<file path="src/rtl/fp_norm_pkg.sv">
// Shared types and widths for the floating-point normalize/round block.
// The state enum is here so the bench can decode the debug state port.
package fp_norm_pkg;
  localparam int MANT_W  = 28;
  localparam int EXP_W   = 8;
  localparam int FRAC_W  = 23;
  localparam int BIAS    = 127;
  localparam int EXP_MAX = 255;
  localparam int IEXP_W  = 10;

  localparam logic signed [IEXP_W-1:0] EXP_MAX_S = 10'sd255;

  typedef enum logic [2:0] {
    S_IDLE  = 3'd0,
    S_NORM  = 3'd1,
    S_ROUND = 3'd2,
    S_PACK  = 3'd3,
    S_DONE  = 3'd4
  } state_t;
endpackage

</file>
<file path="src/rtl/fp_normalize_round_if.sv">
// Raw-sum input and packed-result output bundle for fp_normalize_round.
// Both sides use valid/ready: a transfer happens on a rising edge where valid and ready are both 1; the source holds its payload stable while valid is high and ready is low.
interface fp_normalize_round_if;
  import fp_norm_pkg::*;

  logic              in_valid;
  logic              in_ready;
  logic              in_sign;
  logic [EXP_W-1:0]  in_exp;
  logic [MANT_W-1:0] in_mant;
  logic              out_valid;
  logic              out_ready;
  logic [31:0]       out_result;
  logic              out_overflow;
  logic              out_underflow;

  modport master (
    output in_valid, in_sign, in_exp, in_mant, out_ready,
    input  in_ready, out_valid, out_result, out_overflow, out_underflow
  );

  modport slave (
    input  in_valid, in_sign, in_exp, in_mant, out_ready,
    output in_ready, out_valid, out_result, out_overflow, out_underflow
  );
endinterface

</file>
<file path="src/rtl/fp_lzc.sv">
// Combinational leading-zero counter over the hidden-one and fraction/GRS bits.
// Counts from bit 26 downward; an all-zero input reports 27.
module fp_lzc (
  input  logic [26:0] i_bits,
  output logic [4:0]  o_count
);
  always_comb begin
    o_count = 5'd27;
    // Later iterations are higher bits, so the highest set bit wins.
    for (int i = 0; i < 27; i++) begin
      if (i_bits[i]) o_count = 5'(26 - i);
    end
  end
endmodule

</file>
<file path="src/rtl/fp_normalize_round.sv">
// Normalizes an unnormalized single-precision sum, rounds to nearest-even and
// packs it, one step per state: IDLE -> NORM -> ROUND -> PACK -> DONE.
module fp_normalize_round
  import fp_norm_pkg::*;
(
  input  logic                clk,
  input  logic                res,
  fp_normalize_round_if.slave bus,
  output state_t              o_dbg_state
);
  state_t                   r_state;
  logic                     r_sign;
  logic                     r_zero;
  logic                     r_in_ready;
  logic                     r_out_valid;
  logic                     r_ovf;
  logic                     r_unf;
  logic signed [IEXP_W-1:0] r_exp;
  logic [MANT_W-1:0]        r_mant;
  logic [31:0]              r_result;

  logic [4:0]               w_lz;
  logic [MANT_W-1:0]        w_norm_mant;
  logic signed [IEXP_W-1:0] w_norm_exp;
  logic                     w_round_up;
  logic [FRAC_W+1:0]        w_round_sum;
  logic [MANT_W-1:0]        w_round_mant;
  logic signed [IEXP_W-1:0] w_round_exp;

  fp_lzc u_lzc (
    .i_bits  (r_mant[MANT_W-2:0]),
    .o_count (w_lz)
  );

  // Carry case folds the two dropped bits into sticky so rounding stays exact.
  always_comb begin
    w_norm_mant = r_mant;
    w_norm_exp  = r_exp;
    if (r_mant[MANT_W-1]) begin
      w_norm_mant = {1'b0, r_mant[MANT_W-1:2], r_mant[1] | r_mant[0]};
      w_norm_exp  = r_exp + 10'sd1;
    end else begin
      w_norm_mant = r_mant << w_lz;
      w_norm_exp  = r_exp - $signed({5'b0, w_lz});
    end
  end

  assign w_round_up  = r_mant[2] & (r_mant[1] | r_mant[0] | r_mant[3]);
  assign w_round_sum = {1'b0, r_mant[26:3]} + {{FRAC_W+1{1'b0}}, w_round_up};

  always_comb begin
    w_round_mant = {1'b0, w_round_sum[FRAC_W:0], 3'b000};
    w_round_exp  = r_exp;
    if (w_round_sum[FRAC_W+1]) begin
      w_round_mant = {1'b0, w_round_sum[FRAC_W+1:1], 3'b000};
      w_round_exp  = r_exp + 10'sd1;
    end
  end

  always_ff @(posedge clk or posedge res) begin
    if (res) begin
      r_state     <= S_IDLE;
      r_sign      <= 1'b0;
      r_zero      <= 1'b0;
      r_in_ready  <= 1'b1;
      r_out_valid <= 1'b0;
      r_ovf       <= 1'b0;
      r_unf       <= 1'b0;
      r_exp       <= '0;
      r_mant      <= '0;
      r_result    <= '0;
    end else begin
      case (r_state)
        S_IDLE: begin
          if (bus.in_valid) begin
            r_sign     <= bus.in_sign;
            r_exp      <= $signed({2'b00, bus.in_exp});
            r_mant     <= bus.in_mant;
            r_zero     <= 1'b0;
            r_ovf      <= 1'b0;
            r_unf      <= 1'b0;
            r_in_ready <= 1'b0;
            r_state    <= S_NORM;
          end
        end
        S_NORM: begin
          if (r_mant == '0) begin
            r_zero <= 1'b1;
          end else if (w_norm_exp <= 10'sd0) begin
            r_zero <= 1'b1;
            r_unf  <= 1'b1;
            r_mant <= '0;
            r_exp  <= w_norm_exp;
          end else begin
            r_mant <= w_norm_mant;
            r_exp  <= w_norm_exp;
          end
          r_state <= S_ROUND;
        end
        S_ROUND: begin
          if (!r_zero) begin
            r_mant <= w_round_mant;
            r_exp  <= w_round_exp;
          end
          r_state <= S_PACK;
        end
        S_PACK: begin
          if (r_zero) begin
            r_result <= {r_sign, 31'b0};
          end else if (r_exp >= EXP_MAX_S) begin
            r_result <= {r_sign, 8'hFF, 23'b0};
            r_ovf    <= 1'b1;
          end else begin
            r_result <= {r_sign, r_exp[EXP_W-1:0], r_mant[25:3]};
          end
          r_out_valid <= 1'b1;
          r_state     <= S_DONE;
        end
        S_DONE: begin
          if (bus.out_ready) begin
            r_out_valid <= 1'b0;
            r_in_ready  <= 1'b1;
            r_state     <= S_IDLE;
          end
        end
        default: begin
          r_out_valid <= 1'b0;
          r_in_ready  <= 1'b1;
          r_state     <= S_IDLE;
        end
      endcase
    end
  end

  assign bus.in_ready      = r_in_ready;
  assign bus.out_valid     = r_out_valid;
  assign bus.out_result    = r_result;
  assign bus.out_overflow  = r_ovf;
  assign bus.out_underflow = r_unf;
  assign o_dbg_state       = r_state;
endmodule

</file>
<file path="src/flat_wrapper.sv">
// flat-port wrapper written by rule: the top's interface ports become plain ports
module fp_normalize_round_flat import fp_norm_pkg::*;
  (clk, res, o_dbg_state, bus_in_valid, bus_in_sign, bus_in_exp, bus_in_mant, bus_out_ready, bus_in_ready, bus_out_valid, bus_out_result, bus_out_overflow, bus_out_underflow);
  fp_normalize_round_if bus_i ();
  input  logic clk;
  input  logic res;
  output state_t o_dbg_state;
  input wire logic [$bits(bus_i.in_valid)-1:0] bus_in_valid;
  input wire logic [$bits(bus_i.in_sign)-1:0] bus_in_sign;
  input wire logic [$bits(bus_i.in_exp)-1:0] bus_in_exp;
  input wire logic [$bits(bus_i.in_mant)-1:0] bus_in_mant;
  input wire logic [$bits(bus_i.out_ready)-1:0] bus_out_ready;
  output wire logic [$bits(bus_i.in_ready)-1:0] bus_in_ready;
  output wire logic [$bits(bus_i.out_valid)-1:0] bus_out_valid;
  output wire logic [$bits(bus_i.out_result)-1:0] bus_out_result;
  output wire logic [$bits(bus_i.out_overflow)-1:0] bus_out_overflow;
  output wire logic [$bits(bus_i.out_underflow)-1:0] bus_out_underflow;
  assign bus_i.in_valid = bus_in_valid;
  assign bus_i.in_sign = bus_in_sign;
  assign bus_i.in_exp = bus_in_exp;
  assign bus_i.in_mant = bus_in_mant;
  assign bus_i.out_ready = bus_out_ready;
  assign bus_in_ready = bus_i.in_ready;
  assign bus_out_valid = bus_i.out_valid;
  assign bus_out_result = bus_i.out_result;
  assign bus_out_overflow = bus_i.out_overflow;
  assign bus_out_underflow = bus_i.out_underflow;
  fp_normalize_round u_core (.clk(clk), .res(res), .bus(bus_i), .o_dbg_state(o_dbg_state));
endmodule
</file>
<file path="config.mk">
export PLATFORM = sky130hd
export DESIGN_NAME = fp_normalize_round_flat
export DESIGN_NICKNAME = d
export VERILOG_FILES = /design/src/rtl/fp_norm_pkg.sv /design/src/rtl/fp_normalize_round_if.sv /design/src/rtl/fp_lzc.sv /design/src/rtl/fp_normalize_round.sv /design/src/flat_wrapper.sv
export SDC_FILE = /design/constraint.sdc
export NUM_CORES = 1
export LEC_CHECK = 0
export CORE_ASPECT_RATIO = 0.9
export CORE_UTILIZATION = 55
export DETAILED_ROUTE_END_ITERATION = 7
export MAX_ROUTING_LAYER = met4
export PLACE_DENSITY = 0.85
export SYNTH_ARGS = -nofsm -noshare
export SYNTH_HDL_FRONTEND = slang
export SYNTH_SLANG_ARGS = --single-unit
</file>
<file path="constraint.sdc">
create_clock -name clk -period 5.3 [get_ports clk]
set_input_delay 0.53 -clock clk [delete_from_list [all_inputs] [get_ports clk]]
set_output_delay 0.53 -clock clk [all_outputs]
set_load 0.1 [all_outputs]
</file>
==> results.txt <==
status: finished clean
Max-slew headroom: 33.91%
Seq cells post-synth: 79
top cells by count, synth: nor2_1 (89), nand2_1 (79), dfrtp_1 (78)
CP Cell Sequence: or4_4, or2_2, a21oi_2, inv_2, ha_1, o21ai_0, o22a_1, a221oi_1, a2111oi_0, a41oi_1, and2_1, buf_4, a311oi_1, o21ai_1
Fmax achieved: 199.8 MHz
Min Hold Slack: 480.2 ps
Min-Delay Endpoint: u_core.bus.out_result[24]
DIE HEIGHT: 107.4 µm
Inserted Diodes: 0
GR Util met3: 8.951%
Synth Flop Type: dfrtp_1
antenna violations before repair: 0
fin crit period: 5005 ps
fin crit share: 94.42%
IO buf count: 79
asr flop ratio synth: 100.0%
worst slew pin tran: 988.3 ps
routing usage on met1: 57.90%
Starting Density: 56.46%
Slowest cell on crit path: or4_4
post-synthesis sequential area ratio: 29.13%
CTS H-tree lvls: 3
non-filler instance count after layout: 1078
top-area cell type share of the netlist area: 28.74%
fraction of layout cells with a size suffix above 1: 10.46%
syn avg cell area: 7.906 µm²
vias per inst: 7.071
vias in the first global route: 6702
CTS Hold Bufs: 0
full die area: 12800 µm²
number of routed nets with antenna violations: 0
PnR worst setup slack: 295.5 ps
Critical Path RT: 5510 ps
Multi-input gate area: 4412 µm²
Worst Path Max Fanout: 9
clk sink count: 79
Bufs and invs on worst path: 2
met2 usage: 53.90%
endpoints failing setup: 0
Root Buffer: clkbuf_16
Mapped Cells: 859
Remaining Overflow, GRT: 0
Pre-antenna DRT Iters: 8
worst skew pair latency: 340 ps
placed insts: 1062
Hold Path Origin: u_core.bus.out_result[24]
CTS tree: done
syn nets: 909
Die X: 119.1 µm
RSZ-0062 raised after global routing: false
total track usage: 39.75%
initial DRC count: 1354
drc violations: 0
largest net degree at the start of global routing: 50
Setup Skew: 14.40 ps
fill cell count: 1002
Place WS: 344.0 ps
synthesis-to-layout area growth: 18.94%
Register Area: 1978 µm²
CP max stage delay: 620 ps
core area: 12030 µm²
DR vias: 7622
num ports: 80
Mapped Area: 6792 µm²
Rows: 38
Final #Nets: 963
synth top area cells: dfrtp_1 (29%), mux2i_1 (5.2%), nor2_1 (4.9%), nand2_1 (4.4%), o21ai_0 (3.5%)
max-cap viol count: 0
Worst R2R Start: u_core.r_mant[20]
Worst Hold Class: reg2reg
RePlAce Congestion: 1.066
grt peak-use layer: met1
top-count cell post-synth: nor2_1
wire length of the first global-routing pass: 38.49 mm
number of synthesized flops with an enable pin: 0
final hold violations: 0
max-slew violation count: 0
Clock transition at path regs: 70 ps
RR Endpoint: u_core.r_mant[5]
count of unique library cells instantiated by Yosys: 81
Crit. End Element: register
setup TNS: 0 ps
warnings from Yosys: 0
CTS Buffer Depth: 2
Routed WL per cell: 22.60 µm
CP arrival: 5210 ps
kind of cell adding the most delay to the critical path: compound AO/OA/AOI/OAI gates
final wirelength: 24.36 mm
CP Launch Type: register
FF-to-FF setup slack: 300 ps
Synth area leader: dfrtp_1
hold depth: 2
CTS Buf Count: 9
worst r2r path cells: 14
CP Class: reg2reg
Post-DP HPWL: 17.82 mm
[stage by stage]
stage | utilization [%] | instance area, µm²
2_1_floorplan | - | 6792
3_3_place_gp | 64.75 | 7789
3_5_place_dp | 64.75 | 7789
4_1_cts | 67.10 | 8071
5_1_grt | 67.15 | 8078
6_report | 67.15 | 8078
[worst reg2reg max path, cell delays in order (launching register included)]
cell	delay, ps
dfrtp_1	480
or4_4	620
or2_2	380
a21oi_2	290
inv_2	180
ha_1	370
o21ai_0	400
o22a_1	260
a221oi_1	90
a2111oi_0	490
a41oi_1	320
and2_1	350
buf_4	200
a311oi_1	310
o21ai_1	130
[sequential cells by signal (all words and copies together) (netlist names)]
name and count:
u_core.o_dbg_state 3, u_core.r_sign 1, u_core.bus.out_valid 1, u_core.bus.out_overflow 1, u_core.r_mant 28, u_core.r_zero 1
u_core.bus.out_underflow 1, u_core.bus.in_ready 1, u_core.bus.out_result 32, u_core.r_exp 10
[cell families (layout without fill, tap and decap cells)]
logic type	after synthesis	after routing	synth area share, %
buf+inv	103	162	6.116
xor+xnor	26	26	3.353
mux	53	53	8.309
simple gates	302	302	21.61
flops	79	79	29.13
compound gates	287	287	29.72
fa+ha+maj	9	9	1.769
[layout by cell type (no fill, tap or decap), types with 7 or more instances in the layout]
cell	n
nand2_1	79
xor2_1	12
o21ai_0	47
a21oi_1	37
and2_1	9
or3_1	9
a211oi_1	9
nor2_1	88
dfrtp_1	78
buf_4	43
a22oi_1	11
clkbuf_16	9
nand2b_1	9
o221ai_1	9
o211ai_1	11
a31oi_1	8
o21ai_1	28
nand3_1	37
mux2i_1	35
a22o_1	24
xnor2_1	14
clkdlybuf4s50_1	79
ha_1	8
and3_1	10
mux2_2	11
inv_1	18
o31ai_1	15
nor4_1	7
nor3_1	20
a221oi_1	16
o22ai_1	11
and4_1	8
[routing by layer]
metal / vias up / part of all wire (%)
met5: - / 0
met4: 0 / 3.2
met3: 82 / 14
met2: 653 / 41
met1: 3557 / 42
li1: 3330 / -
[how the worst max path moves through the flow]
stage                      start                 to  slack (ps)  cells after the start
6_report       u_core.r_mant[20]   u_core.r_mant[5]         300                     14
5_1_grt        u_core.r_mant[26]   u_core.r_mant[3]          70                     14
4_1_cts         u_core.r_mant[7]   u_core.r_mant[3]         270                     14
3_5_place_dp    u_core.r_mant[7]   u_core.r_mant[3]         340                     14
3_3_place_gp    u_core.r_mant[7]   u_core.r_mant[3]         550                     14
2_1_floorplan  u_core.r_mant[21]  u_core.r_mant[19]         910                     18
[repair_timing]
action	4_1_cts	5_1_grt
resized for setup	0	1
setup endpoints to repair	0	15
setup buffers	0	0
endpoints found under the hold margin	0	0
[layout make-up]
type	count	area share (%)
Clock buffer	9	2.788
Clock inverter	7	0.7125
Inverter	24	1.131
Multi-Input combinational cell	677	54.62
Sequential cell	79	24.49
Tap cell	160	2.478
Timing Repair Buffer	122	13.79
Power is left out: the tool's default activity adds up to more than one toggle a clock period on the data nets, which glitch-free logic cannot reach.
